`src/rtl/xera4_video_scanout.sv`:
```
// VGA scanout: walks 640x480@60 timing and shows each video RAM byte (RGB332) as a 4x4 pixel block.
// Latency: counters to pins in 2 pix_ce ticks; frame_start and vblank come 1 clk after their tick.
// Backpressure: none. The block free-runs on pix_ce, and all state holds while pix_ce is low.
module xera4_video_scanout #(
    parameter int          H_ACTIVE  = 640,
    parameter int          H_FP      = 16,
    parameter int          H_SYNC    = 96,
    parameter int          H_BP      = 48,
    parameter int          V_ACTIVE  = 480,
    parameter int          V_FP      = 10,
    parameter int          V_SYNC    = 2,
    parameter int          V_BP      = 33,
    parameter bit          HS_POL    = 1'b0,
    parameter bit          VS_POL    = 1'b0,
    parameter int          FB_WIDTH  = 160,
    parameter logic [14:0] BASE_ADDR = 15'h0000
) (
    input  logic        clk,
    input  logic        reset,
    input  logic        pix_ce,
    output logic [14:0] vram_addr,
    input  logic [7:0]  vram_data,
    output logic        hsync,
    output logic        vsync,
    output logic [2:0]  red,
    output logic [2:0]  green,
    output logic [1:0]  blue,
    output logic        blank,
    output logic        vblank,
    output logic        frame_start
);

    localparam int H_TOTAL = H_ACTIVE + H_FP + H_SYNC + H_BP;
    localparam int V_TOTAL = V_ACTIVE + V_FP + V_SYNC + V_BP;

    localparam logic [9:0]  H_ACT    = 10'(H_ACTIVE);
    localparam logic [9:0]  H_LAST   = 10'(H_TOTAL - 1);
    localparam logic [9:0]  HS_FIRST = 10'(H_ACTIVE + H_FP);
    localparam logic [9:0]  HS_LAST  = 10'(H_ACTIVE + H_FP + H_SYNC - 1);
    localparam logic [9:0]  V_ACT    = 10'(V_ACTIVE);
    localparam logic [9:0]  V_LAST   = 10'(V_TOTAL - 1);
    localparam logic [9:0]  VS_FIRST = 10'(V_ACTIVE + V_FP);
    localparam logic [9:0]  VS_LAST  = 10'(V_ACTIVE + V_FP + V_SYNC - 1);
    localparam logic [14:0] FB_STEP  = 15'(FB_WIDTH);

    logic [9:0]  h;
    logic [9:0]  v;
    logic [9:0]  h_next;
    logic [9:0]  v_next;
    logic        h_wrap;
    logic        v_wrap;
    logic        hs_raw;
    logic        vs_raw;
    logic        act_raw;
    logic        row_advance;
    logic [14:0] line_base;
    logic [14:0] pix_addr;
    logic        hs1;
    logic        vs1;
    logic        act1;

    always_comb begin
        h_wrap  = (h == H_LAST);
        v_wrap  = (v == V_LAST);
        h_next  = h_wrap ? 10'd0 : h + 10'd1;
        v_next  = h_wrap ? (v_wrap ? 10'd0 : v + 10'd1) : v;
        hs_raw  = (h >= HS_FIRST) && (h <= HS_LAST);
        vs_raw  = (v >= VS_FIRST) && (v <= VS_LAST);
        act_raw = (h < H_ACT) && (v < V_ACT);
        // A frame-buffer row spans four scanlines, so the row base steps after every 4th active line.
        row_advance = h_wrap && (v < V_ACT) && (v[1:0] == 2'd3);
        pix_addr    = line_base + 15'(h[9:2]);
    end

    always_ff @(posedge clk) begin
        if (reset) begin
            h           <= 10'd0;
            v           <= 10'd0;
            line_base   <= BASE_ADDR;
            vram_addr   <= BASE_ADDR;
            hs1         <= 1'b0;
            vs1         <= 1'b0;
            act1        <= 1'b0;
            red         <= 3'd0;
            green       <= 3'd0;
            blue        <= 2'd0;
            blank       <= 1'b1;
            hsync       <= ~HS_POL;
            vsync       <= ~VS_POL;
            vblank      <= 1'b0;
            frame_start <= 1'b0;
        end else begin
            frame_start <= pix_ce && h_wrap && v_wrap;
            if (pix_ce) begin
                h <= h_next;
                v <= v_next;
                if (h_wrap && v_wrap) begin
                    line_base <= BASE_ADDR;
                end else if (row_advance) begin
                    line_base <= line_base + FB_STEP;
                end
                // Stage A: issue the read and capture the sync and active flags.
                if (act_raw) begin
                    vram_addr <= pix_addr;
                end
                hs1  <= hs_raw;
                vs1  <= vs_raw;
                act1 <= act_raw;
                // Stage B: read data has had at least one clk to settle.
                red    <= act1 ? vram_data[7:5] : 3'd0;
                green  <= act1 ? vram_data[4:2] : 3'd0;
                blue   <= act1 ? vram_data[1:0] : 2'd0;
                blank  <= ~act1;
                hsync  <= hs1 ? HS_POL : ~HS_POL;
                vsync  <= vs1 ? VS_POL : ~VS_POL;
                vblank <= (v_next >= V_ACT);
            end
        end
    end

endmodule

```
`config.mk`:
```
export PLATFORM = sky130hd
export DESIGN_NAME = xera4_video_scanout
export DESIGN_NICKNAME = d
export VERILOG_FILES = /design/src/rtl/xera4_video_scanout.sv
export SDC_FILE = /design/constraint.sdc
export NUM_CORES = 1
export LEC_CHECK = 0
export ABC_AREA = 1
export CORE_MARGIN = 2
export CORE_UTILIZATION = 55
export DETAILED_ROUTE_END_ITERATION = 12
export PLACE_DENSITY = 0.9
export SYNTH_ARGS = -nofsm -noshare
export SYNTH_HDL_FRONTEND = slang
export SYNTH_SLANG_ARGS = --single-unit
```
`constraint.sdc`:
```
create_clock -name clk -period 3.05 [get_ports clk]
set_input_delay 0.61 -clock clk [delete_from_list [all_inputs] [get_ports clk]]
set_output_delay 0.61 -clock clk [all_outputs]
set_load 0.005 [all_outputs]
```
==> Flow_metrics.wiki, run 1 <==
{| class="wikitable"
! Metric !! Value
|-
| Worst slack after detailed placement || 0.6705 ns
|-
| Register-to-register setup slack || between 1 and 1.5 ns
|-
| Post-synth top flop || dfxtp_1
|-
| # diodes || 0
|-
| Horizontal die dimension || 80.24 µm
|-
| Share of final-layout standard cells stronger than drive strength 1 || under 10%
|-
| # setup viols final || 0
|-
| Remaining antenna violation count || 0
|-
| Core area || 5574 µm²
|-
| Achievable clock frequency || 500.2 MHz
|-
| Via/cell ratio || 5.387
|-
| Total clock sinks || 61
|-
| Clock tree from TritonCTS || done
|-
| Cell Chain, Critical Path || clkdlybuf4s50_1 -> buf_4 -> nand3_2 -> nand2_2 -> nand2_1 -> nand2_1 -> nor2_1
|-
| Post-Synthesis Cell Area || 3197 µm²
|-
| Cell with the most instances on the worst path || nand2_1
|-
| Via count of the first global-routing pass || 2894
|-
| Fraction of the core area covered by cells at the end of the flow || 67.92%
|-
| Total placed instance area || 3627 µm²
|-
| Number of levels the H-tree was split into || 3
|-
| Setup fix buffers added after clock tree synthesis || 0
|-
| Starting density of the core || between 50% and 60%
|-
| Count of vias placed by the detailed router || roughly 3100
|-
| Global Route Usage Sum || about a quarter
|-
| Floorplan die area || 6438 µm²
|-
| Antenna violations before repair || 0
|-
| Number of failing hold endpoints at the final stage || 0
|-
| Global placer's final weighted congestion || 0.9171
|-
| Power density over the cells || between 400 and 500 nW/µm²
|-
| Depth of the worst register-to-register path || 10
|-
| Number of remaining DRC errors || 0
|-
| Distinct cells, synth || 38
|-
| Worst-Skew Late Latency || approximately 0.36 ns
|-
| Fill cell total of the finished layout || between 400 and 500
|-
| Worst stage delay on the critical path || 0.50 ns
|-
| CP Max Fanout || 30
|-
| Maximum resistive drop on vdd || about 0.00037 V
|-
| DRC marker count from the first detailed-route iteration || 206
|-
| Final nets || between 500 and 600
|-
| Row count || 27
|-
| IO Count || 39
|-
| Design area || 3786 µm²
|-
| Cell types occupying the most area after synthesis || dfxtp_1 (38%), nand2_1 (12%), nor2_1 (8.0%)
|-
| Worst Setup Start Kind || primary input
|-
| WL/cell || 13.55 µm
|-
| Die Y || between 80 and 90 µm
|-
| Setup Crit Path Kind || in -> reg
|-
| Kind of end point of the critical path || register
|-
| Post-Synthesis Net Count || 481
|-
| First-pass iteration count of the detailed router || 5
|-
| Total negative setup slack || 0 ns
|-
| Max Cap Viol || 0
|-
| Reg clk slew, reported paths || 0.07 ns
|-
| Synthesis-stage register bit count || 61
|-
| Average footprint of a synthesized cell || 6.950 µm²
|-
| Hpwl dp || 5.675 mm
|-
| Least setup slack across all paths after layout || between 1 and 1.5 ns
|-
| Library cell with the highest instance count after synthesis || nand2_1
|-
| Worst Hold Endpoint || vsync
|-
| Post-synthesis cell type with the largest combined area || dfxtp_1
|-
| Required @ worst endpoint || about 3.3 ns
|-
| Endpoint arrival time on the critical path || between 2 and 2.5 ns
|-
| Master of the slowest instance on the critical path || clkdlybuf4s50_1
|-
| Cell depth of the worst min-delay path || 1
|-
| Leakage component of the power || 1.499 nW
|-
| Setup skew after layout || 0.008933 ns
|-
| Sequential fraction of the synthesis area || between 30% and 40%
|-
| Global-route wire length before repair || 13.03 mm
|-
| Synth async-reset ratio || 0%
|-
| Maximum number of pins on one net before global-route repair || 31
|-
| Final count of pins violating max slew || 0
|-
| Hold path startpoint || vs1
|-
| Unrepaired setup endpoints after global routing || false
|-
| Synthesized netlist cell count || 460
|-
| Part of the cycle the worst path needs || 65.55%
|-
| Met2 capacity usage during global routing || a little over two fifths
|-
| Top Usage Layer GRT || met2
|-
| CTS Hold Bufs || 0
|-
| Critical register-to-register path startpoint || h[0]
|-
| Met3 Use GR || 8.202%
|-
| Reg2Reg Capture Point || line_base[11]
|-
| Synth top area share || 38.20%
|-
| Remaining global-route overflow || 0
|-
| Total Wirelength || 7.804 mm
|-
| Outcome || complete, no violations
|-
| Ranking of synthesized cells by instance count || nand2_1 (98), nor2_1 (68), dfxtp_1 (61)
|-
| Met1 routing resource usage after global routing || 31.36%
|-
| Max Buffers Root-to-Sink || 2
|-
| Time the worst path needs with I/O delays and setup || 1.999 ns
|-
| Count of buffers from port buffering || 38
|-
| Worst Hold Class || reg -> reg
|-
| Number of enable-type register cells in the synthesized netlist || 0
|-
| Synth warn || 0
|-
| CTS root buffer || clkbuf_8
|-
| Total clock buffers created by CTS || 9
|-
| Area growth syn-to-layout || 18.43%
|-
| Post-CTS resize count || 0
|}
-- layer usage --
metal,up-vias,routed length (µm)
met3,20,492
li1,1568,-
met2,113,3746
met5,-,0
met1,1402,3334
met4,0,231
-- through the flow --
step                      total power [mW]  hold slack, ns  instances
final                                1.580          0.4340        576
after global routing                 1.639          0.4688        576
after CTS                            1.590          0.4371        576
after detailed placement            0.9908          0.4271        560
after global placement              0.9866          0.4224        560
after floorplan                     0.9267          0.4060        460
-- placed cells by master, fill, tap and decap left out, drive strengths merged, types with 3 or more instances in the layout --
cell type / n
a211oi: 3
a21oi: 40
buf: 5
clkbuf: 11
clkdlybuf4s50: 38
clkinv: 4
dfxtp: 61
ha: 10
inv: 49
nand2: 103
nand3: 33
nand4: 7
nor2: 70
nor3: 11
o211ai: 3
o21ai: 30
xnor2: 5
xor2: 11
-- where the power goes --
group          total (mW)  switching (mW)  internal, mW
clock               0.606           0.317         0.289
sequential          0.838          0.0178         0.820
combinational       0.136          0.0713        0.0648
total                1.58           0.406          1.17
-- final cells by class --
class	count	area (µm²)	share of cell area, %
timing repair buffer	43	417.9	11.04
tap	72	90.09	2.379
sequential	61	1221	32.25
multi-input combinational	335	1714	45.27
clock buffer	11	131.4	3.470
inverter	49	183.9	4.858
clock inverter	5	27.53	0.7270
-- registers in the layout (all words and copies together), names as in the netlist, 2 cells and up --
signal / flops
h: 10
green: 3
vram_addr: 15
line_base: 10
blue: 2
red: 3
v: 10
-- worst max path at each step --
stage	endpoint	slack [ns]	start
CTS	line_base[8]	1.05	pix_ce
floorplan	vram_addr[13]	1.49	pix_ce
global route	line_base[13]	0.92	h[0]
detailed placement	v[3]	0.67	pix_ce
global placement	v[3]	0.77	pix_ce
finish	line_base[8]	1.05	pix_ce
-- worst max-delay path: cells and delay by family --
family / cells / cell delay, ns
buffers and inverters: 2 / 0.81
and+or+nand+nor: 5 / 0.83
-- cell families after synthesis --
| kind of cell | count (synthesis) | share of synthesized area, % |
|---|---|---|
| simple gates | 228 | 31.39 |
| compound gates | 80 | 13.82 |
| buf+inv | 64 | 8.180 |
| flops | 61 | 38.20 |
| xor+xnor | 16 | 4.383 |
| fa+ha+maj | 10 | 3.914 |
| other cells | 1 | 0.1173 |
No activity file was read; power rests on OpenSTA's default activity.
==> inputs of run 2 (changes only) <==
==> constraint.sdc (replaced) <==
create_clock -name clk -period 1.93 [get_ports clk]
set_input_delay 0.386 -clock clk [delete_from_list [all_inputs] [get_ports clk]]
set_output_delay 0.386 -clock clk [all_outputs]
set_load 0.005 [all_outputs]
==> run 2 against run 1 <==
Against the previous run:
- first-iteration DRC count did not move
- clock skew is 0.0039 ns lower
- hold slack lost 0.00069 ns
- die area unchanged
- register-to-register slack got worse by 0.97 ns
- critical path depth rose by 3
- core utilization increased by 2.9 points
- largest cell class unchanged
- largest power group unchanged
- highest routed layer unchanged
==> Flow_metrics.wiki, run 2 (synthesis gave the netlist of run 1 again) <==
{| class="wikitable"
! Metric !! Value
|-
| Final nets || 532
|-
| Internal power || 2.101 mW
|-
| Achievable clock frequency || 544.0 MHz
|-
| Maximum resistive drop on vdd || 0.0005548 V
|-
| Most frequent cells in the layout || nand2_1 (97), nor2_1 (65), dfxtp_1 (61)
|-
| WHS || 0.4333 ns
|-
| Maximum number of pins on one net before global-route repair || 31
|-
| Die Y || 80.24 µm
|-
| WL/cell || 12.90 µm
|-
| CTS root buffer || clkbuf_8
|-
| Storage cell area || roughly 1200 µm²
|-
| Core area || 5574 µm²
|-
| Global-route wire length before repair || 12.85 mm
|-
| DRC marker count from the first detailed-route iteration || between 200 and 250
|-
| Global placer's final weighted congestion || 0.9639
|-
| Power density over the cells || 695.9 nW/µm²
|-
| CP Max Fanout || 5
|-
| Number of failing hold endpoints at the final stage || 0
|-
| Switching power || approximately 640 µW
|-
| Worst-Skew Late Latency || 0.34 ns
|-
| Final Total Pwr || 2.745 mW
|-
| Worst stage delay on the critical path || 0.38 ns
|-
| Row count || 27
|-
| Reg clk slew, reported paths || 0.07 ns
|-
| Global Route Usage Sum || 25.75%
|-
| Endpoint arrival time on the critical path || 2.05 ns
|-
| Horizontal die dimension || 80.24 µm
|-
| Flip-flop count of the largest register, all copies and words added || 15
|-
| Kind of end point of the critical path || register
|-
| Cell Chain, Critical Path || ha_2 -> nand2_2 -> nor2_4 -> nand4_1 -> nor3_4 -> inv_1 -> nand2_1 -> nand2_2 -> nand2_1 -> a21oi_1
|-
| Required @ worst endpoint || 2.14 ns
|-
| Multi-input gate area || 1733 µm²
|-
| Total Wirelength || 7.575 mm
|-
| Number of levels the H-tree was split into || 3
|-
| Remaining antenna violation count || 0
|-
| CTS Hold Bufs || 0
|-
| Fill cell total of the finished layout || around 440
|-
| Hpwl dp || 5.673 mm
|-
| Via/cell ratio || 5.356
|-
| Master of the slowest instance on the critical path || dfxtp_1
|-
| First-pass iteration count of the detailed router || 5
|-
| Worst Setup Start Kind || register
|-
| Via count of the first global-routing pass || 2885
|-
| Starting density of the core || 57.35%
|-
| # diodes || 0
|-
| Clock network power share || 43.6%
|-
| Setup skew after layout || 0.005074 ns
|-
| Clock tree from TritonCTS || done
|-
| Total negative setup slack || 0 ns
|-
| Final count of pins violating max slew || 0
|-
| Combinational Power Share || 8.2%
|-
| Max Cap Viol || 0
|-
| Setup Crit Path Kind || reg -> reg
|-
| Net switching share of the total power || a little under a quarter
|-
| Leading cell type in the layout, fill and taps excluded || nand2_1
|-
| Share of final-layout standard cells stronger than drive strength 1 || a little under an eighth
|-
| Count of buffers from port buffering || 38
|-
| Floorplan die area || 6438 µm²
|-
| # setup viols final || 0
|-
| Time the worst path needs with I/O delays and setup || 1.838 ns
|-
| Max Buffers Root-to-Sink || 2
|-
| Number of remaining DRC errors || 0
|-
| Cell depth of the worst min-delay path || 1
|-
| Part of the cycle the worst path needs || 95.24%
|-
| Antenna violations before repair || 0
|-
| Power share of the sequential group || 48.2%
|-
| IO Count || 39
|-
| Area growth syn-to-layout || 23.40%
|-
| Worst Hold Class || reg -> reg
|-
| Leakage component of the power || approximately 1.6 nW
|-
| Outcome || complete, no violations
|-
| Remaining global-route overflow || 0
|-
| Largest Register || vram_addr
|-
| Depth of the worst register-to-register path || 10
|-
| Total clock sinks || 61
|-
| Count of vias placed by the detailed router || 3144
|-
| Total clock buffers created by CTS || 9
|}
-- run 2: cell types whose count changed in the layout (fill, tap and decap cells not counted), sizes merged --
cell / previous run / this run
clkinv: 4 / 2
bufinv: 0 / 1
clkinvlp: 1 / 0
clkbuf: 11 / 12
buf: 5 / 17
-- run 2: path summary, 6_finish.rpt --
check	end	slack [ns]	from
hold / removal	vsync	0.43	vs1
setup / recovery	line_base[10]	0.09	h[0]
setup reg to reg	line_base[10]	0.09	h[0]
hold reg to reg	vsync	0.43	vs1
-- run 2: worst max-delay path, delay by kind of cell (launching register included) --
kind            cells  cell delay (ns)
simple gates        7             0.93
buf+inv             1             0.08
flops               1             0.38
fa+ha+maj           1             0.24
compound gates      1             0.07
-- run 2: through the flow --
stage,worst slack [ns],instances,cell area (µm²),util (%)
after floorplan,0.4126,460,3197,-
after global placement,0.04941,570,3702,66.42
after detailed placement,-0.009216,570,3702,66.42
after CTS,0.05937,585,3911,70.17
after global routing,-0.01552,587,3945,70.77
final,0.09192,587,3945,70.77
-- run 2: timing repair --
action                     CTS  global route
gates resized for setup      0             6
setup endpoints to repair    0             7
hold endpoints to repair     0             0
setup buffers                0             2
-- run 2: power groups by stage --
stage                     logic (mW)  clock network (mW)  registers [mW]
final                          0.225                1.20            1.32
after global routing           0.253                1.28            1.33
after CTS                      0.226                1.21            1.32
after detailed placement       0.224                   0            1.35
after global placement         0.217                   0            1.35
after floorplan                0.118                   0            1.35
-- run 2: cell type report --
type,instances,share of cell area [%]
clock buffer,12,4.186
clock inverter,3,1.110
inverter,49,4.662
multi-input combinational,335,43.93
sequential,61,30.95
tap,72,2.284
timing repair buffer,55,12.88
-- run 2: metal layers --
| layer | track usage, % | wire [µm] | part of all wire (%) |
|---|---|---|---|
| met1 | 32.07 | 3333 | 44 |
| met2 | 42.00 | 3573 | 47 |
| met3 | 5.730 | 432 | 5.7 |
| met4 | 12.37 | 235 | 3.1 |
| met5 | 0 | 0 | 0 |
==> inputs of run 3 (changes only) <==
==> constraint.sdc (replaced) <==
create_clock -name clk -period 1.93 [get_ports clk]
set_input_delay 0.386 -clock clk [delete_from_list [all_inputs] [get_ports clk]]
set_output_delay 0.386 -clock clk [all_outputs]
set_load 0.02 [all_outputs]
==> results of run 3 <==
The final DEF is identical to that of run 2. Status: complete, no violations.
Among the figures that moved: total power 2.745 mW -> 2.774 mW; worst IR drop on VDD 0.0005548 V -> 0.0005554 V
